`config.mk`:
```
export PLATFORM = sky130hd
export DESIGN_NAME = pipe_skid_buf
export DESIGN_NICKNAME = d
export VERILOG_FILES = /design/src/rtl/pipe_skid_buf.sv
export SDC_FILE = /design/constraint.sdc
export NUM_CORES = 1
export LEC_CHECK = 0
export BUFFER_PORTS_ARGS = -buffer_cell sky130_fd_sc_hd__buf_2
export CAP_MARGIN = 40
export CORE_ASPECT_RATIO = 1.4
export CORE_UTILIZATION = 30
export CTS_BUF_LIST = sky130_fd_sc_hd__clkbuf_8 sky130_fd_sc_hd__clkbuf_16
export DETAILED_ROUTE_END_ITERATION = 12
export SLEW_MARGIN = 20
export SYNTH_ARGS = -nofsm -noshare
export SYNTH_HDL_FRONTEND = slang
export SYNTH_SLANG_ARGS = --single-unit
```
`constraint.sdc`:
```
create_clock -name clk -period 2.8 [get_ports clk]
set_input_delay 0.42 -clock clk [delete_from_list [all_inputs] [get_ports clk]]
set_output_delay 0.42 -clock clk [all_outputs]
set_load 0.1 [all_outputs]
```
`src/rtl/pipe_skid_buf.sv`:
```
// Elastic pipeline stage: registered in_ready, one main entry plus one skid entry.
// Optional backpressure cycle counter enabled by PIPE_SKID_STALL_CNT_EN.
//
// state    | meaning
// ---------+------------------------------------------
// ST_EMPTY | no payload held, out_valid low
// ST_BUSY  | main entry valid, skid entry free
// ST_FULL  | main and skid entries valid, in_ready low
module pipe_skid_buf #(
    parameter int DATA_WIDTH = 32
) (
    input  logic                  clk,
    input  logic                  rst,
    input  logic                  flush,
    input  logic                  in_valid,
    output logic                  in_ready,
    input  logic [DATA_WIDTH-1:0] in_data,
    output logic                  out_valid,
    input  logic                  out_ready,
`ifdef PIPE_SKID_STALL_CNT_EN
    output logic [31:0]           stall_cnt,
`endif
    output logic [DATA_WIDTH-1:0] out_data
);

    typedef enum logic [1:0] {
        ST_EMPTY = 2'd0,
        ST_BUSY  = 2'd1,
        ST_FULL  = 2'd2
    } state_t;

    state_t                state_q;
    state_t                state_nxt;
    logic                  in_ready_q;
    logic [DATA_WIDTH-1:0] main_q;
    logic [DATA_WIDTH-1:0] skid_q;
    logic                  in_fire;
    logic                  out_fire;
    logic                  load_main;
    logic                  main_from_skid;
    logic                  load_skid;

    // in_ready is a flop fed from the next state, so it never depends
    // combinationally on out_ready.
    always_ff @(posedge clk or posedge rst) begin
        if (rst) begin
            state_q    <= ST_EMPTY;
            in_ready_q <= 1'b1;
        end else begin
            state_q    <= state_nxt;
            in_ready_q <= (state_nxt != ST_FULL);
        end
    end

    always_comb begin
        state_nxt = state_q;
        if (flush) begin
            state_nxt = ST_EMPTY;
        end else begin
            case (state_q)
                ST_EMPTY: if (in_fire) state_nxt = ST_BUSY;
                ST_BUSY: begin
                    if (in_fire && !out_fire)      state_nxt = ST_FULL;
                    else if (!in_fire && out_fire) state_nxt = ST_EMPTY;
                end
                ST_FULL:  if (out_fire) state_nxt = ST_BUSY;
                default:  state_nxt = ST_EMPTY;
            endcase
        end
    end

    always_comb begin
        out_valid      = (state_q != ST_EMPTY);
        in_ready       = in_ready_q;
        in_fire        = in_valid && in_ready_q;
        out_fire       = out_valid && out_ready;
        load_main      = 1'b0;
        main_from_skid = 1'b0;
        load_skid      = 1'b0;
        if (!flush) begin
            case (state_q)
                ST_EMPTY: load_main = in_fire;
                ST_BUSY: begin
                    load_main = in_fire && out_fire;
                    load_skid = in_fire && !out_fire;
                end
                ST_FULL: begin
                    load_main      = out_fire;
                    main_from_skid = 1'b1;
                end
                default: ;
            endcase
        end
    end

    // Flush leaves the data registers untouched; only the state is emptied.
    always_ff @(posedge clk or posedge rst) begin
        if (rst) begin
            main_q <= '0;
            skid_q <= '0;
        end else begin
            if (load_skid) skid_q <= in_data;
            if (load_main) main_q <= main_from_skid ? skid_q : in_data;
        end
    end

    assign out_data = main_q;

`ifdef PIPE_SKID_STALL_CNT_EN
    always_ff @(posedge clk or posedge rst) begin
        if (rst) begin
            stall_cnt <= '0;
        end else if (out_valid && !out_ready && (stall_cnt != 32'hFFFF_FFFF)) begin
            stall_cnt <= stall_cnt + 32'd1;
        end
    end
`endif

endmodule

```
Yosys cells after proc, flatten, opt, wreduce, memory -nomap -nowiden:

Index checks and enable logic that the tools add are counted.

* output and inout bits: 34
* bits in registers: 67
* logic and storage cells: 29

* multiplexer cells: 13
* reduce and logical (&&, ||, !) cells: 9
* eq/ne operators: 3

Operator list (number)
* 32-bit two-way mux: 1
* 2-bit two-way mux: 5
* 2-bit case mux with 3 select lines: 1
* 1-bit logical AND: 5
* 1-bit two-way mux: 5
* 1-bit case mux with 3 select lines: 1
* 2-bit by 1-bit == test with 1-bit output, second input constant: 1
* 2-bit == test, second input constant: 1
* 1-bit logical NOT: 2
* 2-bit logical NOT: 1
* 2-bit inequality test, second input constant: 1
* 2-bit nonzero test: 1

Depth between registers and ports, before layout:

Gate-level depths: netlist (run 1).

* depth in word-level cells: 8
* gate-level depth with buffers: 7
* gate-level depth less buffers: 4

Worst setup path after synthesis (run 1):

OpenSTA, ideal clock, no wires.

* path type: reg-to-reg
* from: register in_ready_q, in the netlist in_ready
* to: register skid_q[0]
* library setup time: 125 ps
* required time: 2675 ps
* slack: 520 ps
* stages on the path, launching flop included: 6
* buffers on the path: 2
* arrival time: 2154 ps
* path through: dfstp_2 > nand2_1 > or4b_1 > buf_6 > buf_12 > mux2_4

* longest elaborated chain between the ends: 4

Ends and longest elaborated chain
* start: declaration: RTL line 34 `logic in_ready_q;`
* start signal: assignment: RTL line 51 `in_ready_q <= (state_nxt != ST_FULL);`
* 1-bit logical AND: RTL line 75 `in_fire = in_valid && in_ready_q;`
* 1-bit logical AND: RTL line 85 `load_skid = in_fire && !out_fire;`
* 1-bit two-way mux: RTL line 81 `case (state_q)`
* 1-bit two-way mux: RTL line 80 `if (!flush) begin`
* end signal: assignment: RTL line 102 `if (load_skid) skid_q <= in_data;`
* end: declaration: RTL line 36 `logic [DATA_WIDTH-1:0] skid_q;`

Every way passes these cells.
A chain may end at the register's enable or synchronous reset.

Final worst setup path (run 1):

* from: register in_ready_q, in the netlist in_ready
* to: register skid_q[20]

Same word-level chain as after synthesis.

==> results.sh, run 1 <==
export IMPL_outcome="finished, final reports clean"
export IMPL_crit_path_start_kind="register"
export IMPL_routed_via_density=4.26
export IMPL_end_kind="register"
export IMPL_avgSynthCellArea_um2=13.2
export IMPL_clk_pin_slew_ns=0.06
export IMPL_insertion_delay_ns=0.33
export IMPL_start_util=0.311
export IMPL_antenna_found_initial=0
export IMPL_finalPower_mw=3.91
export IMPL_ctsResizeCount=0
export IMPL_synth_top_cell_area_share=0.555
export IMPL_drt_initial_drc_count=49
export IMPL_tns_ns=0
export IMPL_drt_pass1_iterations=3
export IMPL_area_growth_pct=28.7
export IMPL_numClockSinks=67
export IMPL_core_area_mm2=0.00956
export IMPL_r2r_setup_slack_ns=0.69
export IMPL_final_nets=333
export IMPL_clock_path_buffers=2
export IMPL_wirelength_um=5670
export IMPL_synthCells=226
export IMPL_crit_required_ns=3.01
export IMPL_power_leakage_nw=2.12
export IMPL_min_period_ns=2.11
export IMPL_holdBufCountCts=0
export IMPL_min_period_over_period=0.753
export IMPL_rsz0062_at_grt="no"
export IMPL_reg2regPathDepth=4
export IMPL_place_gp_congestion=0.638
export IMPL_drv_slew=0
export IMPL_worstMarginPinSlew_ns=0.594
export IMPL_yosys_top_cells_count="dfrtp_1 (66), nand2_1 (35), mux2i_1 (33), o21ai_0 (31), mux2_4 (29)"
export IMPL_synth_area_mm2=0.00298
export IMPL_core_rowCount=42
export IMPL_numCtsBuffers=9
export IMPL_grt_pass1_vias=1954
export IMPL_peakVddDrop_v=0.000432
export IMPL_crit_type="reg2reg"
export IMPL_layout_drive_gt1_share=0.429
export IMPL_max_freq_ghz=0.474
export IMPL_hold_path_class="in2async"
export IMPL_grt_pass1_wl_um=9520
export IMPL_reg2reg_from="in_ready"
export IMPL_grt_max_degree=42
export IMPL_crit_fanout=33
export IMPL_ys_ff_latch=67
export IMPL_cellPowerDensity_mw_per_mm2=1020
export IMPL_hpwl_um=3790
export IMPL_nFillCells=982
export IMPL_async_flop_share=1.00
export IMPL_yosys_top_cells_area="dfrtp_1 (55%), mux2_4 (15%), mux2i_1 (11%)"
export IMPL_worstReg2RegEnd="skid_q[20]"
export IMPL_cts_root_buf="clkbuf_16"
export IMPL_synth_ff_type="dfrtp_1"
export IMPL_fin_skew_ns=0.00893
export IMPL_yosys_area_top_type="dfrtp_1"
export IMPL_chipWidth_um=86.2
export IMPL_synth_edf_count=0
export IMPL_syn_nets=263
export IMPL_via_count=1844
export IMPL_grt_use_total=0.124
export IMPL_yosysMostFrequentCell="dfrtp_1"
export IMPL_grt_overflow=0
export IMPL_antennaDiodeCount=0
export IMPL_post_drt_wl_per_cell_um=13.1
export IMPL_place_port_buffers=70
export IMPL_drc=0
export IMPL_cts_tree="yes"
export IMPL_htree_num_levels=3
export IMPL_die_area_mm2=0.0103
export IMPL_relSlewSlack=0.603
export IMPL_drtAntennaViolNets=0
export IMPL_yosys_warnings=0
export IMPL_final_core_util=0.400
export IMPL_ys_seq_area_frac=0.564
export IMPL_arrival_ns=2.32
export IMPL_maxCapViolations=0
export IMPL_die_y_um=120
export IMPL_cts_setup_buffers=0
export IMPL_synth_distinct_cells=21
export IMPL_final_hold_viol_count=0
export IMPL_ios=71
export IMPL_setup_violations_final=0
[placed cells by master, fill, tap and decap left out, types with 2 or more instances in the layout]
cell / n
mux2_4: 29
o21ai_0: 31
mux2_2: 3
mux2i_1: 33
dfrtp_1: 66
o21a_1: 2
nand2_1: 34
clkbuf_16: 9
nor2_1: 2
bufinv_16: 4
buf_12: 2
buf_2: 70
[final cells by class]
class                      instances  area [um^2]  area share
tap                              132          165      0.0431
clock inverter                     6          136      0.0356
clock buffer                      10          239      0.0624
sequential                        67         1680       0.438
inverter                           2         7.51     0.00196
multi-input combinational        142         1180       0.308
timing repair buffer              74          425       0.111
[stage by stage]
| step | hold WS, ns | cells | setup slack (ns) | cell area (um^2) |
|---|---|---|---|---|
| floorplan | 0.479 | 226 | 0.520 | 2980 |
| global placement | 0.456 | 416 | 0.711 | 3430 |
| detailed placement | 0.466 | 417 | 0.667 | 3450 |
| CTS | 0.170 | 433 | 0.682 | 3830 |
| global route | 0.195 | 433 | 0.632 | 3830 |
| finish | 0.154 | 433 | 0.690 | 3830 |
[power breakdown]
part | internal, mW | switching [mW] | leakage, nW
clock | 0.985 | 0.423 | 0.179
sequential | 1.20 | 0.122 | 0.827
combinational | 0.321 | 0.854 | 1.12
[flip-flops by register name (all words and copies together), names as in the netlist]
register	cells
in_ready	1
out_data	32
skid_q	32
state_q	2
[worst max-delay path: stages, from the launching register on]
cell	delay, ns
dfstp_2	0.53
nand2_1	0.10
or4b_2	0.65
buf_4	0.34
mux2_4	0.36
[worst max path at each step]
stage | cells past startpoint | to | slack [ns] | startpoint
global route | 4 | skid_q[29] | 0.63 | in_ready
detailed placement | 5 | skid_q[1] | 0.67 | out_ready
CTS | 4 | skid_q[17] | 0.68 | in_ready
finish | 4 | skid_q[20] | 0.69 | in_ready
global placement | 5 | skid_q[26] | 0.71 | out_ready
floorplan | 5 | skid_q[0] | 0.52 | in_ready
[metal layers]
layer  vias up  global-route usage  share of wire
li1        920                   -              -
met1       868               0.149           0.44
met2        46               0.193           0.48
met3        10              0.0275          0.043
met4         0              0.0875          0.029
met5         -                   0              0
[logic make-up after synthesis]
kind of cell / Yosys count / share of synthesized area
flip-flops: 67 / 0.564
multiplexers: 65 / 0.269
AND/OR/NAND/NOR: 41 / 0.0605
AO/OA/AOI/OAI: 36 / 0.0656
buffers and inverters: 17 / 0.0416
Note: power is estimated with default switching activity, not from simulation.
==> run 2, diff against run 1 <==
ABC_AREA = 1   (was not set)
clock period = 2.05 ns   (was 2.8 ns; I/O delays follow)
==> run 2 against run 1 <==
Total power up 31%. Worst setup slack worse by 0.31 ns. Cell count rose by 42%. Die area up 3.4%. Global-route usage increased by 3.3 points. Register-to-register slack got worse by 0.04 ns. First-iteration DRC count rose to 3.1 times the previous value. Count of clock-buffer cells in the layout is the same. Sequential share of layout area down 1.4 points. Hold slack got worse by 0.14 ns. Highest routed layer unchanged.
==> results.sh, run 2 <==
export IMPL_avgSynthCellArea_um2=7.62
export IMPL_yosys_area_top_type="dfrtp_1"
export IMPL_maxCapViolations=0
export IMPL_synth_top_cell_area_share=0.536
export IMPL_wl_met1_um=3280
export IMPL_drc=0
export IMPL_grt_max_degree=36
export IMPL_p_clk_frac=0.344
export IMPL_syn_nets=441
export IMPL_wl_met3_um=310
export IMPL_holdBufCountCts=0
export IMPL_clock_path_buffers=2
export IMPL_yosys_top_cells_count="nand2_1 (202), dfrtp_1 (66), inv_1 (36), nand3_1 (33), o21ai_1 (30)"
export IMPL_post_drt_wl_per_cell_um=12.4
export IMPL_setup_violations_final=0
export IMPL_async_flop_share=1.00
export IMPL_worstReg2RegEnd="out_data[24]"
export IMPL_worstMarginPinSlew_ns=0.541
export IMPL_core_area_mm2=0.00995
export IMPL_htree_num_levels=3
export IMPL_cts_root_buf="clkbuf_16"
export IMPL_drt_pass1_iterations=4
export IMPL_crit_path_start_kind="register"
export IMPL_insertion_delay_ns=0.33
export IMPL_crit_type="reg2out"
export IMPL_clk_pin_slew_ns=0.05
export IMPL_ctsResizeCount=0
export IMPL_highest_layer="met4"
export IMPL_layout_drive_gt1_share=0.222
export IMPL_ios=71
export IMPL_place_gp_congestion=0.784
export IMPL_min_period_over_period=0.814
export IMPL_power_share_combinational=0.306
export IMPL_reg2reg_from="in_ready"
export IMPL_yosys_top_cells_area="dfrtp_1 (54%), nand2_1 (25%), nand3_1 (5.4%)"
export IMPL_numClockSinks=67
export IMPL_ys_seq_area_frac=0.545
export IMPL_synth_ff_type="dfrtp_1"
export IMPL_crit_path_start="state_q[0]"
export IMPL_p_int_mw=3.13
export IMPL_arrival_ns=1.36
export IMPL_final_nets=513
export IMPL_max_freq_ghz=0.599
export IMPL_via_count=2723
export IMPL_ys_ff_latch=67
export IMPL_cts_tree="yes"
export IMPL_drv_slew=0
export IMPL_crit_required_ns=1.74
export IMPL_reg2regPathDepth=7
export IMPL_power_leakage_nw=2.28
export IMPL_synth_distinct_cells=16
export IMPL_place_port_buffers=70
export IMPL_numCtsBuffers=9
export IMPL_rsz0062_at_grt="no"
export IMPL_grt_pass1_wl_um=12600
export IMPL_r2r_setup_slack_ns=0.65
export IMPL_synth_area_mm2=0.00308
export IMPL_fin_skew_ns=0.00559
export IMPL_end_kind="output port"
export IMPL_die_area_mm2=0.0107
export IMPL_p_sw_mw=1.99
export IMPL_cp_cell_sequence="inv_2 > nand2_1 > buf_2"
export IMPL_yosys_warnings=0
export IMPL_cellPowerDensity_mw_per_mm2=1290
export IMPL_crit_fanout=4
export IMPL_start_util=0.309
export IMPL_final_common_cell="nand2_1"
export IMPL_layout_common_cells="nand2_1 (202), buf_2 (70), dfrtp_1 (66)"
export IMPL_relSlewSlack=0.638
export IMPL_drtAntennaViolNets=0
export IMPL_drt_initial_drc_count=154
export IMPL_wirelength_um=7660
export IMPL_post_place_ws_ns=0.578
export IMPL_postLayoutSetupSlackWorst_ns=0.380
export IMPL_antenna_found_initial=1
export IMPL_p_seq_frac=0.351
export IMPL_synthCells=404
export IMPL_dr_wl_met2_um=3840
export IMPL_grt_overflow=0
export IMPL_yosysMostFrequentCell="nand2_1"
export IMPL_max_stage_delay_ns=0.44
export IMPL_die_y_um=122
export IMPL_hpwl_um=5250
export IMPL_hold_path_class="in2async"
export IMPL_final_hold_viol_count=0
export IMPL_cts_setup_buffers=0
export IMPL_grt_use_total=0.157
export IMPL_synth_edf_count=0
export IMPL_tns_ns=0
export IMPL_crit_slowest_cell="buf_2"
export IMPL_core_rowCount=43
export IMPL_sw_frac_of_total=0.389
export IMPL_routed_via_density=4.41
export IMPL_area_growth_pct=28.6
export IMPL_grt_pass1_vias=2671
export IMPL_chipWidth_um=87.6
export IMPL_min_period_ns=1.67
export IMPL_outcome="finished, final reports clean"
export IMPL_peakVddDrop_v=0.000479
-- run 2: how the worst max path moves through the flow --
stage,cells after the start,endpoint,slack (ns)
floorplan,1,out_data[0],0.06
CTS,3,out_valid,0.36
detailed placement,7,out_data[24],0.58
global placement,7,out_data[21],0.61
global route,3,out_valid,0.33
finish,3,out_valid,0.38
-- run 2: layout make-up --
cell class,instances,area [um^2]
Clock buffer,10,239
Sequential cell,67,1680
Antenna cell,1,2.50
Fill cell,1025,5990
Multi-Input combinational cell,276,1150
Inverter,39,146
Tap cell,135,169
Timing Repair Buffer,83,473
Clock inverter,6,105
-- run 2: kinds of logic (layout without fill, tap and decap cells) --
logic type | Yosys count | in the layout | share of synthesized area
buffers and inverters | 61 | 138 | 0.0825
AOI/OAI and AO/OA | 33 | 33 | 0.0536
other | 0 | 1 | 0
DFF | 67 | 67 | 0.545
and+or+nand+nor | 243 | 243 | 0.319
-- run 2: power by group through the flow --
stage                     Combinational, mW  Clock, mW  Sequential [mW]
final                                  1.57       1.76             1.80
after global routing                   1.67       1.85             1.83
after CTS                              1.58       1.80             1.80
after detailed placement               1.58          0             1.82
after global placement                 1.56          0             1.80
after floorplan                       0.386          0             2.69
-- run 2: routing by layer --
layer	vias to the layer above	global-route usage
li1	1381	-
met2	77	0.258
met4	0	0.0943
met3	18	0.0325
met5	-	0
met1	1247	0.185
-- run 2: through the flow --
stage	total power, mW	cells	instance area, um^2	util	hold slack [ns]
3_3_place_gp	3.36	600	3610	0.363	0.391
4_1_cts	5.18	616	3960	0.398	0.0306
2_1_floorplan	3.07	404	3080	-	0.440
6_report	5.12	617	3960	0.398	0.0160
3_5_place_dp	3.39	600	3610	0.363	0.395
5_1_grt	5.35	617	3960	0.398	0.0630
-- run 2: critical path: cells and delay by family, from the launching register on --
| family | cells | cell delay (ns) |
|---|---|---|
| buf+inv | 2 | 0.49 |
| simple gates | 1 | 0.10 |
| flops | 1 | 0.43 |
==> run 3, diff against run 2 <==
clock period = 1.6 ns   (was 2.05 ns; I/O delays follow)
==> run 3 against run 2 <==
Wire length decreased by 3.5%. Final area is 0.47% lower. Via count about the same. Global-route usage up 0.16 points. Non-clock buffer count rose by 2. Worst setup slack lost 0.25 ns. Sequential cell count is the same. Sequential power is 27% higher. Register-to-register slack got worse by 0.47 ns. Critical endpoint unchanged.
==> results.sh, run 3 (same netlist as run 2, synthesis figures left out) <==
export IMPL_p_clk_frac=0.307
export IMPL_area_growth_pct=28.0
export IMPL_worstMarginPinSlew_ns=0.506
export IMPL_drv_slew=0
export IMPL_p_seq_frac=0.369
export IMPL_crit_path_start_kind="register"
export IMPL_numClockSinks=67
export IMPL_r2r_setup_slack_ns=0.18
export IMPL_endpoint="out_valid"
export IMPL_sw_frac_of_total=0.406
export IMPL_arrival_ns=1.23
export IMPL_final_nets=515
export IMPL_dpl_cell_area_mm2=0.00365
export IMPL_insertion_delay_ns=0.33
export IMPL_finalPower_mw=6.21
export IMPL_grt_use_total=0.158
export IMPL_antennaDiodeCount=0
export IMPL_p_sw_mw=2.53
export IMPL_numCtsBuffers=9
export IMPL_layout_common_cells="nand2_1 (201), buf_2 (68), dfrtp_1 (66)"
export IMPL_final_hold_viol_count=0
export IMPL_critPathBufInv=2
export IMPL_clock_path_buffers=2
export IMPL_via_count=2724
export IMPL_cp_depth=3
export IMPL_power_leakage_nw=2.27
export IMPL_grt_pass1_wl_um=12800
export IMPL_grt_max_degree=35
export IMPL_hpwl_um=5210
export IMPL_end_kind="output port"
export IMPL_die_area_mm2=0.0107
export IMPL_layout_drive_gt1_share=0.225
export IMPL_die_y_um=122
export IMPL_p_int_mw=3.69
export IMPL_outcome="finished, final reports clean"
export IMPL_hold_path_class="in2reg"
export IMPL_drt_initial_drc_count=165
export IMPL_ios=71
export IMPL_crit_required_ns=1.36
export IMPL_crit_slowest_cell="dfrtp_1"
export IMPL_crit_type="reg2out"
export IMPL_min_period_ns=1.47
export IMPL_clk_pin_slew_ns=0.05
export IMPL_antenna_found_initial=0
export IMPL_reg2regPathDepth=7
export IMPL_chipWidth_um=87.6
export IMPL_crit_fanout=4
export IMPL_routed_via_density=4.42
export IMPL_post_drt_wl_per_cell_um=12.0
export IMPL_place_port_buffers=70
export IMPL_reg2reg_from="state_q[0]"
export IMPL_grt_pass1_vias=2732
export IMPL_peakVddDrop_v=0.000668
export IMPL_fin_skew_ns=0.00350
export IMPL_drt_pass1_iterations=4
export IMPL_cts_root_buf="clkbuf_16"
export IMPL_max_stage_delay_ns=0.44
export IMPL_place_inst=601
export IMPL_instances_no_fill=616
export IMPL_grt_overflow=0
export IMPL_maxCapViolations=0
export IMPL_place_gp_congestion=0.810
export IMPL_setup_violations_final=0
export IMPL_core_area_mm2=0.00995
export IMPL_fin_area_mm2=0.00394
export IMPL_cts_tree="yes"
export IMPL_htree_num_levels=3
export IMPL_min_period_over_period=0.920
export IMPL_start_util=0.309
export IMPL_rsz0062_at_grt="no"
export IMPL_cellPowerDensity_mw_per_mm2=1580
export IMPL_worstReg2RegEnd="out_data[9]"
export IMPL_final_common_cell="nand2_1"
export IMPL_power_share_combinational=0.324
export IMPL_relSlewSlack=0.665
export IMPL_crit_path_start="state_q[0]"
export IMPL_tns_ns=0
export IMPL_core_rowCount=43
export IMPL_drtAntennaViolNets=0
export IMPL_wirelength_um=7390
export IMPL_max_freq_ghz=0.679
export IMPL_drc=0
export IMPL_path_delay_family="flip-flops"
export IMPL_cp_cell_sequence="inv_2 > nand2_2 > buf_4"
-- run 3: cell count changes in the layout (fill, tap and decap cells not counted), sizes merged --
cell and change:
bufinv -2, clkinv +2, inv -2, buf +1, diode -1, dlygate4sd3 +1
-- run 3: worst register-to-register path, delay by kind of cell (launching register included) --
kind          cells  cell delay (ns)
simple gates      6             0.65
buf+inv           1             0.21
flops             1             0.44
-- run 3: power by group through the flow --
stage	Combinational, mW	Sequential (mW)	Clock, mW
after floorplan	0.496	3.44	0
after global placement	2.01	2.31	0
after detailed placement	2.03	2.32	0
after CTS	2.03	2.29	1.96
after global routing	2.16	2.34	2.02
final	2.01	2.29	1.91
-- run 3: layout make-up --
cell class              instances  area [um^2]
fillers                      1040         6010
flip-flops and latches         67         1680
multi-input cells             276         1150
repair buffers                 85          508
clock buffers                  10          239
well taps                     135          169
inverters                      39          150
clock inverters                 4         43.8
-- run 3: per-layer routing --
layer	up-vias	GRT usage	share of wire
li1	1387	-	-
met1	1246	0.192	0.45
met2	71	0.256	0.48
met3	20	0.0332	0.043
met4	0	0.0922	0.035
met5	-	0	0
-- run 3: worst min-delay path by stage --
stage | from | to | slack, ns | depth (start not counted)
2_1_floorplan | in_data[4] | skid_q[4] | 0.37 | 2
3_3_place_gp | rst | out_data[17] | 0.25 | 2
3_5_place_dp | rst | out_data[16] | 0.26 | 2
4_1_cts | in_data[5] | skid_q[5] | 0.14 | 3
5_1_grt | in_data[9] | skid_q[9] | 0.15 | 3
6_report | in_data[7] | skid_q[7] | 0.16 | 3
-- run 3: what timing repair did --
action                                  CTS  global route
endpoints found under the hold margin    13             0
hold buffers                              1             0
gates resized for setup                   1             0
buffers inserted                          0             0
endpoints found under the setup margin    1             0
-- run 3: metrics by stage --
step	worst slack (ns)	hold slack [ns]	utilization
after floorplan	0.0309	0.373	-
after global placement	0.223	0.251	0.366
after detailed placement	0.182	0.256	0.366
after CTS	0.118	0.143	0.396
after global routing	0.0586	0.155	0.396
final	0.128	0.157	0.396
